===== config.mk =====
export PLATFORM = sky130hd
export DESIGN_NAME = z80fi_insn_capture
export DESIGN_NICKNAME = d
export VERILOG_FILES = /design/src/rtl/z80fi_insn_capture.sv
export SDC_FILE = /design/constraint.sdc
export NUM_CORES = 1
export LEC_CHECK = 0
export ABC_AREA = 0
export CAP_MARGIN = 5
export CORE_ASPECT_RATIO = 1.25
export CORE_MARGIN = 8
export CORE_UTILIZATION = 50
export CTS_BUF_LIST = sky130_fd_sc_hd__clkbuf_16
export CTS_CLUSTER_SIZE = 16
export DETAILED_ROUTE_END_ITERATION = 10
export GPL_ROUTABILITY_DRIVEN = 0
export GPL_TIMING_DRIVEN = 0
export PLACE_DENSITY = 0.84
export SYNTH_ARGS = -nofsm -noshare
export SYNTH_HDL_FRONTEND = slang
export SYNTH_SLANG_ARGS = --single-unit

===== constraint.sdc =====
create_clock -name clk -period 2.6 [get_ports clk]
set_input_delay 0.78 -clock clk [delete_from_list [all_inputs] [get_ports clk]]
set_output_delay 0.78 -clock clk [all_outputs]
set_load 0.02 [all_outputs]

===== src/rtl/z80fi_insn_capture.sv =====
// z80fi trace capture: gathers the opcode bytes of one instruction, snapshots the
// registers at start and at retirement, and emits one registered record per instruction.
module z80fi_insn_capture #(
    parameter int unsigned MAX_LEN = 4
) (
    input  logic                   clk,
    input  logic                   reset,
    input  logic                   insn_start,
    input  logic                   fetch_valid,
    input  logic [7:0]             fetch_byte,
    input  logic                   insn_done,
    input  logic [15:0]            cpu_reg_ip,
    input  logic [7:0]             cpu_reg_a,
    input  logic [7:0]             cpu_reg_b,
    input  logic [7:0]             cpu_reg_c,
    input  logic [7:0]             cpu_reg_d,
    input  logic [7:0]             cpu_reg_e,
    input  logic [7:0]             cpu_reg_h,
    input  logic [7:0]             cpu_reg_l,
    output logic                   z80fi_valid,
    output logic [8*MAX_LEN-1:0]   z80fi_insn,
    output logic [2:0]             z80fi_insn_len,
    output logic [15:0]            z80fi_reg_ip_in,
    output logic [15:0]            z80fi_reg_ip_out,
    output logic [7:0]             z80fi_reg_a_in,
    output logic [7:0]             z80fi_reg_b_in,
    output logic [7:0]             z80fi_reg_c_in,
    output logic [7:0]             z80fi_reg_d_in,
    output logic [7:0]             z80fi_reg_e_in,
    output logic [7:0]             z80fi_reg_h_in,
    output logic [7:0]             z80fi_reg_l_in,
    output logic [7:0]             z80fi_reg_a_out,
    output logic [7:0]             z80fi_reg_b_out,
    output logic [7:0]             z80fi_reg_c_out,
    output logic [7:0]             z80fi_reg_d_out,
    output logic [7:0]             z80fi_reg_e_out,
    output logic [7:0]             z80fi_reg_h_out,
    output logic [7:0]             z80fi_reg_l_out,
    output logic                   z80fi_err
);

    typedef enum logic [0:0] {StIdle, StCollect} state_e;

    typedef struct packed {
        logic [15:0] ip;
        logic [7:0]  a, b, c, d, e, h, l;
    } regs_t;

    localparam logic [2:0] MaxCnt = 3'(MAX_LEN);

    state_e               r_state, w_state_next;
    logic [8*MAX_LEN-1:0] r_buf, w_buf_next, w_buf_fin, w_first_buf;
    logic [2:0]           r_cnt, w_cnt_next, w_cnt_fin, w_first_cnt;
    logic                 r_ovf, w_ovf_next, w_ovf_fin;
    regs_t                r_snap, w_snap_next, w_live;
    logic                 r_valid, w_valid_next, r_err, w_err_next, w_rec_load;
    logic [8*MAX_LEN-1:0] r_insn;
    logic [2:0]           r_len;
    regs_t                r_rec_in, r_rec_out;

    assign w_live = {cpu_reg_ip, cpu_reg_a, cpu_reg_b, cpu_reg_c, cpu_reg_d,
                     cpu_reg_e, cpu_reg_h, cpu_reg_l};

    // Buffer contents as they stand once this cycle's fetch byte (if any) is appended.
    always_comb begin
        w_buf_fin   = r_buf;
        w_cnt_fin   = r_cnt;
        w_ovf_fin   = r_ovf;
        w_first_buf = '0;
        w_first_cnt = 3'd0;
        if (fetch_valid) begin
            w_first_buf[7:0] = fetch_byte;
            w_first_cnt      = 3'd1;
            if (r_cnt < MaxCnt) begin
                for (int unsigned i = 0; i < MAX_LEN; i++) begin
                    if (r_cnt == 3'(i)) w_buf_fin[8*i +: 8] = fetch_byte;
                end
                w_cnt_fin = r_cnt + 3'd1;
            end else begin
                w_ovf_fin = 1'b1;
            end
        end
    end

    always_comb begin
        w_state_next = r_state;
        w_buf_next   = r_buf;
        w_cnt_next   = r_cnt;
        w_ovf_next   = r_ovf;
        w_snap_next  = r_snap;
        w_valid_next = 1'b0;
        w_err_next   = 1'b0;
        w_rec_load   = 1'b0;
        unique case (r_state)
            StIdle: begin
                if (insn_start) begin
                    w_state_next = StCollect;
                    w_snap_next  = w_live;
                    w_buf_next   = w_first_buf;
                    w_cnt_next   = w_first_cnt;
                    w_ovf_next   = 1'b0;
                end else if (insn_done) begin
                    w_err_next = 1'b1;
                end
            end
            StCollect: begin
                if (insn_done) begin
                    if (w_cnt_fin != 3'd0 && !w_ovf_fin) begin
                        w_valid_next = 1'b1;
                        w_rec_load   = 1'b1;
                    end else begin
                        w_err_next = 1'b1;
                    end
                    // Back-to-back: the same-cycle fetch byte went to the retiring insn.
                    if (insn_start) begin
                        w_snap_next = w_live;
                        w_buf_next  = '0;
                        w_cnt_next  = 3'd0;
                        w_ovf_next  = 1'b0;
                    end else begin
                        w_state_next = StIdle;
                    end
                end else if (insn_start) begin
                    w_err_next  = 1'b1;
                    w_snap_next = w_live;
                    w_buf_next  = w_first_buf;
                    w_cnt_next  = w_first_cnt;
                    w_ovf_next  = 1'b0;
                end else begin
                    w_buf_next = w_buf_fin;
                    w_cnt_next = w_cnt_fin;
                    w_ovf_next = w_ovf_fin;
                end
            end
            default: w_state_next = StIdle;
        endcase
    end

    always_ff @(posedge clk) begin
        if (reset) begin
            r_state   <= StIdle;
            r_buf     <= '0;
            r_cnt     <= 3'd0;
            r_ovf     <= 1'b0;
            r_snap    <= '0;
            r_valid   <= 1'b0;
            r_err     <= 1'b0;
            r_insn    <= '0;
            r_len     <= 3'd0;
            r_rec_in  <= '0;
            r_rec_out <= '0;
        end else begin
            r_state <= w_state_next;
            r_buf   <= w_buf_next;
            r_cnt   <= w_cnt_next;
            r_ovf   <= w_ovf_next;
            r_snap  <= w_snap_next;
            r_valid <= w_valid_next;
            r_err   <= w_err_next;
            if (w_rec_load) begin
                r_insn    <= w_buf_fin;
                r_len     <= w_cnt_fin;
                r_rec_in  <= r_snap;
                r_rec_out <= w_live;
            end
        end
    end

    assign z80fi_valid      = r_valid;
    assign z80fi_err        = r_err;
    assign z80fi_insn       = r_insn;
    assign z80fi_insn_len   = r_len;
    assign z80fi_reg_ip_in  = r_rec_in.ip;
    assign z80fi_reg_a_in   = r_rec_in.a;
    assign z80fi_reg_b_in   = r_rec_in.b;
    assign z80fi_reg_c_in   = r_rec_in.c;
    assign z80fi_reg_d_in   = r_rec_in.d;
    assign z80fi_reg_e_in   = r_rec_in.e;
    assign z80fi_reg_h_in   = r_rec_in.h;
    assign z80fi_reg_l_in   = r_rec_in.l;
    assign z80fi_reg_ip_out = r_rec_out.ip;
    assign z80fi_reg_a_out  = r_rec_out.a;
    assign z80fi_reg_b_out  = r_rec_out.b;
    assign z80fi_reg_c_out  = r_rec_out.c;
    assign z80fi_reg_d_out  = r_rec_out.d;
    assign z80fi_reg_e_out  = r_rec_out.e;
    assign z80fi_reg_h_out  = r_rec_out.h;
    assign z80fi_reg_l_out  = r_rec_out.l;

endmodule


# Word level (Yosys, flattened, before mapping)
# Index checks and enable logic that the tools add are counted.
[word_totals] ff_bits=290 in_bits=85 word_cells=83
[classes] n_addsub=1 magnitude_cmp=1 n_eq_ne=5 muxes=38 bitwise=1 reduce_logical=5
[ops] op="32-bit 2-to-1 mux" n=6
[ops] op="72-bit 2-to-1 mux" n=1
[ops] op="32-bit one-hot mux with 2 select lines" n=1
[ops] op="8-bit 2-to-1 mux" n=5
[ops] op="3-bit 2-to-1 mux" n=6
[ops] op="1-bit 2-to-1 mux" n=15
[ops] op="3-bit by 2-bit equality test with 1-bit output, second input constant" n=2
[ops] op="1-bit one-hot mux with 2 select lines" n=3
[ops] op="3-bit one-hot mux with 2 select lines" n=1
[ops] op="3-bit by 1-bit adder with 3-bit output, second input constant" n=1
[ops] op="3-bit by 1-bit equality test with 1-bit output, second input constant" n=1
[ops] op="3-bit logical NOT" n=1
[ops] op="3-bit < comparator, second input constant" n=1
[ops] op="3-bit != test, second input constant" n=1
[ops] op="3-bit nonzero test" n=1
[ops] op="2-bit != test, second input constant" n=1
[ops] op="2-bit AND reduction" n=1
[ops] op="1-bit logical AND" n=1
[ops] op="1-bit logical NOT" n=1
[ops] op="1-bit inverter" n=1

# Logic depth before layout (Yosys ltp)
[depth] word_depth=8 depth_mapped=9

# Worst setup path before layout
# No wires, ideal clock.
[synth_timing] path_kind="reg-to-reg" startpoint="reg r_cnt[0]" endpoint="reg r_insn[28], in the netlist z80fi_insn[28]" setup_time_ns=0.133 t_arrival_ns=1.837 required_ns=2.467 setup_slack_ns=0.631 stages_incl_launch_ff=10 n_path_buf=3 period_less_slack_ns=1.969 path_cell_list="dfxtp_1 inv_1 ha_1 and4bb_1 o21ba_1 buf_4 buf_12 buf_6 nor3_1 nor3_2"
[synth_between] elab_chain_len=8 word_cells_on_any_way=16 cone_classes="add/sub (1); order compare (1); eq/ne (1); mux (10); reduce/logical (3)"
[synth_lines] element="from (decl)" line_no="53" source="logic [2:0] r_cnt, w_cnt_next, w_cnt_fin, w_first_cnt;"
[synth_lines] element="from (signal assigned)" line_no="155" source="r_cnt <= w_cnt_next;"
[synth_lines] element="3-bit by 1-bit adder with 3-bit output or 3-bit < comparator (tied branches)" line_no="78, 74"
[synth_lines] element="3-bit 2-to-1 mux or 1-bit 2-to-1 mux (tied branches)" line_no="74" source="if (r_cnt < MaxCnt) begin"
[synth_lines] element="3-bit 2-to-1 mux or 1-bit 2-to-1 mux (tied branches)" line_no="71" source="if (fetch_valid) begin"
[synth_lines] element="3-bit nonzero test or 1-bit logical NOT (tied branches)" line_no="108" source="if (w_cnt_fin != 3'd0 && !w_ovf_fin) begin"
[synth_lines] element="1-bit logical AND" line_no="108"
[synth_lines] element="1-bit 2-to-1 mux" line_no="108"
[synth_lines] element="1-bit 2-to-1 mux (2 in a row)"
[synth_lines] element="to (signal assigned)" line_no="161" source="r_insn <= w_buf_fin;"
[synth_lines] element="to (decl)" line_no="57" source="logic [8*MAX_LEN-1:0] r_insn;"
# Parallel ways exist; a longest one is shown, timed or not.
# A chain may end at the register's enable or synchronous reset.

# Worst setup path after layout
[layout_timing] startpoint="in insn_done" endpoint="reg r_rec_out, in the netlist z80fi_reg_b_out[2]"
[layout_between] elab_chain_len=2
[layout_lines] element="from (decl)" line_no="11" source="input logic insn_done,"
[layout_lines] element="1-bit 2-to-1 mux (2 in a row)"
[layout_lines] element="to (signal assigned)" line_no="164" source="r_rec_out <= w_live;"
[layout_lines] element="to (decl)" line_no="59" source="regs_t r_rec_in, r_rec_out;"
# Every way passes these cells.

==> flow_summary.json <==
{
  "outcome": "finished clean",
  "drive_gt1_share_pct": 9.09,
  "critical_path_required_ns": 3.05,
  "grt-ovfl-total": 0,
  "p_int_mw": 7.30,
  "cap_violations": 0,
  "wl_mm": 37.4,
  "netlist_instances": 1238,
  "clkPwrFrac_pct": 39.8,
  "vias": 10700,
  "cts.repair.resized": 0,
  "p_sw_share_pct": 25.7,
  "grt_pass1_vias": 10700,
  "final.setup.worst_slack_ns": 0.0565,
  "synth_compound_gate_area_share_pct": 18.3,
  "synth_top_family_by_area": "compound AO/OA/AOI/OAI gates",
  "maxSlewHeadroom_pct": 48.3,
  "grt_pass1_wl_mm": 56.9,
  "firstDrtPassIters": 5,
  "first_iter_violations": 616,
  "power_frac_seq_pct": 47.6,
  "fin_nets": 1620,
  "ios": 266,
  "avgSynthCellArea_um2": 9.12,
  "synth_mux_area_share_pct": 10.4,
  "critPathSlowestCell": "clkdlybuf4s50_1",
  "start_util_pct": 50.9,
  "tritoncts": "done",
  "nFillCells": 1769,
  "cts_num_sinks": 290,
  "cpMostUsedCell": "buf_4",
  "synth_edf_count": 0,
  "dieWidth_um": 150,
  "cts_setup_buffers": 0,
  "cp_data_arrival_time_ns": 3.00,
  "io_buffer_count": 263,
  "p_leak_nw": 5.52,
  "final_hold_viol_count": 0,
  "die_y_um": 184,
  "cts.path.max_buffers": 3,
  "ys.flop_type": "dfxtp_1",
  "synth_fa_ha_area_share_pct": 0.443,
  "viasPerCell": 5.80,
  "start_kind": "input pin",
  "design.core.area_mm2": 0.0222,
  "ctsHtreeMaxLevel": 1,
  "dp_slack_ns": -0.493,
  "ys_warn_count": 0,
  "synth-simple-area-share_pct": 13.4,
  "cp-end-kind": "flop",
  "cp_cell_sequence": "clkdlybuf4s50_1, nand2_1, buf_2, a211oi_4, buf_4, buf_4, nand3_1, a21oi_1",
  "tightestPinTransition_ns": 0.776,
  "cts_buffers": 28,
  "power_density_mw_per_mm2": 648,
  "min_period_over_period_pct": 97.8,
  "grt_usage_pct": 25.6,
  "setup_viol": 0,
  "antenna_found_initial": 3,
  "rsz0062_at_grt": "no",
  "post_drt_wl_per_cell_um": 20.4,
  "synth.net_count": 1327,
  "clkLatencyLatePin_ns": 0.54,
  "slew_violations": 0,
  "synth_cell_types": 35,
  "die_area_mm2": 0.0277,
  "synth_area_mm2": 0.0113,
  "postCtsHoldBufs": 0,
  "root_buffer": "clkbuf_16",
  "dp_hpwl_mm": 27.9,
  "hold_class": "flop to flop",
  "min_period_ns": 2.54,
  "drc": 0,
  "fmax_mhz": 393,
  "crit_path_max_fanout": 10,
  "area_delta_synth_final_pct": 34.3,
  "cts.clk_slew.worst_paths_ns": 0.06,
  "grt_max_degree": 15,
  "async_flop_share_pct": 0,
  "ir_drop_mv": 0.569,
  "cpPeakStageDelay_ns": 0.57,
  "netSwitchingPower_mw": 2.53,
  "core.rowCount": 61,
  "power_mw": 9.83,
  "synth-seq-area-share_pct": 51.4,
  "worst-setup-path-type": "input pin to flop",
  "combPwrFrac_pct": 12.6,
  "final_antenna_net_count": 0,
  "antennaDiodeCount": 0,
  "yosys_register_bits": 290,
  "synth-xor-area-share_pct": 0.0775,
  "skew_ns": 0.0153
}
-- kinds of logic after synthesis --
| kind of cell | after synthesis |
|---|---|
| buffers and inverters | 130 |
| adders and majority gates | 4 |
| xor gates and xnor gates | 1 |
| muxes | 114 |
| AOI/OAI and AO/OA | 384 |
| and+or+nand+nor | 315 |
| DFF | 290 |
-- through the flow --
step / hold WS [ns] / instance area (um2) / TNS (ns) / std cells / utilization (%)
floorplan: 0.443 / 11300 / 0 / 1238 / -
global placement: 0.448 / 14300 / -57.25 / 1784 / 64.3
detailed placement: 0.455 / 14300 / -67.15 / 1784 / 64.3
CTS: 0.460 / 15200 / 0 / 1835 / 68.3
global route: 0.467 / 15200 / 0 / 1835 / 68.3
finish: 0.459 / 15200 / 0 / 1835 / 68.3
-- cells in the final DEF, fill, tap and decap left out, types with 16 or more instances in the layout --
| cell | count |
|---|---|
| nor2_1 | 102 |
| o21ai_0 | 111 |
| clkbuf_1 | 58 |
| a211oi_1 | 16 |
| a22oi_1 | 25 |
| nor3_1 | 51 |
| nand3_1 | 144 |
| mux2_2 | 25 |
| o21ai_1 | 36 |
| clkbuf_16 | 29 |
| dfxtp_1 | 290 |
| buf_2 | 42 |
| clkdlybuf4s50_1 | 263 |
| a21oi_1 | 181 |
| mux2i_1 | 89 |
-- critical path, delay by kind of cell --
family                 cells  cell delay, ns
buffers and inverters      4            1.30
AOI/OAI and AO/OA          2            0.65
and+or+nand+nor            2            0.27
-- registers in the layout, indices dropped and copies added (netlist names), 16 cells and up --
name / cells
z80fi_insn: 32
r_snap: 72
z80fi_reg_ip_in: 16
r_buf: 32
z80fi_reg_ip_out: 16
-- final timing paths --
| kind | cells past startpoint | to | slack (ns) | from |
|---|---|---|---|---|
| worst max-delay path | 8 | z80fi_reg_b_out[2] | 0.06 | insn_done |
| worst min register to register | 2 | z80fi_reg_c_in[5] | 0.46 | r_snap[37] |
| worst max register to register | 8 | z80fi_reg_b_out[2] | 0.12 | r_cnt[0] |
| worst min-delay path | 2 | z80fi_reg_c_in[5] | 0.46 | r_snap[37] |
-- synth_stat cells, types with 3 or more instances --
cell	n	area, um2
o21ai_1	36	180
a31oi_1	10	62.6
clkbuf_1	59	221
nor3_1	51	255
buf_6	10	113
mux2i_1	89	891
a211oi_1	16	120
nor2_1	102	383
a22oi_1	25	188
inv_1	3	11.3
nand3_1	144	721
buf_2	43	215
nand2_1	3	11.3
buf_1	4	15.0
dfxtp_1	290	5810
o21ai_0	111	556
mux2_2	25	282
nor3_2	3	30.0
a21oi_1	181	906
buf_4	10	75.1
nand3b_2	4	45.0
ha_1	4	50.1
-- layer usage --
layer  part of all wire (%)  global-route usage (%)  vias to the layer above
met1                     37                    27.9                     5100
li1                       -                       -                     4995
met3                    9.4                    5.76                       99
met4                    3.6                    10.1                        6
met5                  0.091                       0                        -
met2                     50                    46.8                      452
-- final cells by class --
cell class | instances | area [um2] | area share, %
sequential | 290 | 5810 | 38.3
buffer | 127 | 663 | 4.37
clock buffer | 29 | 726 | 4.78
timing repair buffer | 263 | 2630 | 17.4
inverter | 3 | 11.3 | 0.0742
clock inverter | 22 | 156 | 1.03
tap | 283 | 354 | 2.33
multi-input combinational | 818 | 4820 | 31.8
-- power by group through the flow --
stage | combinational [mW] | clock [mW] | sequential [mW]
after floorplan | 0.606 | 0 | 4.84
after global placement | 1.20 | 0 | 4.77
after detailed placement | 1.22 | 0 | 4.77
after CTS | 1.23 | 3.95 | 4.68
after global routing | 1.32 | 4.15 | 4.69
final | 1.24 | 3.91 | 4.68
No activity file was read; power rests on OpenSTA's default activity.
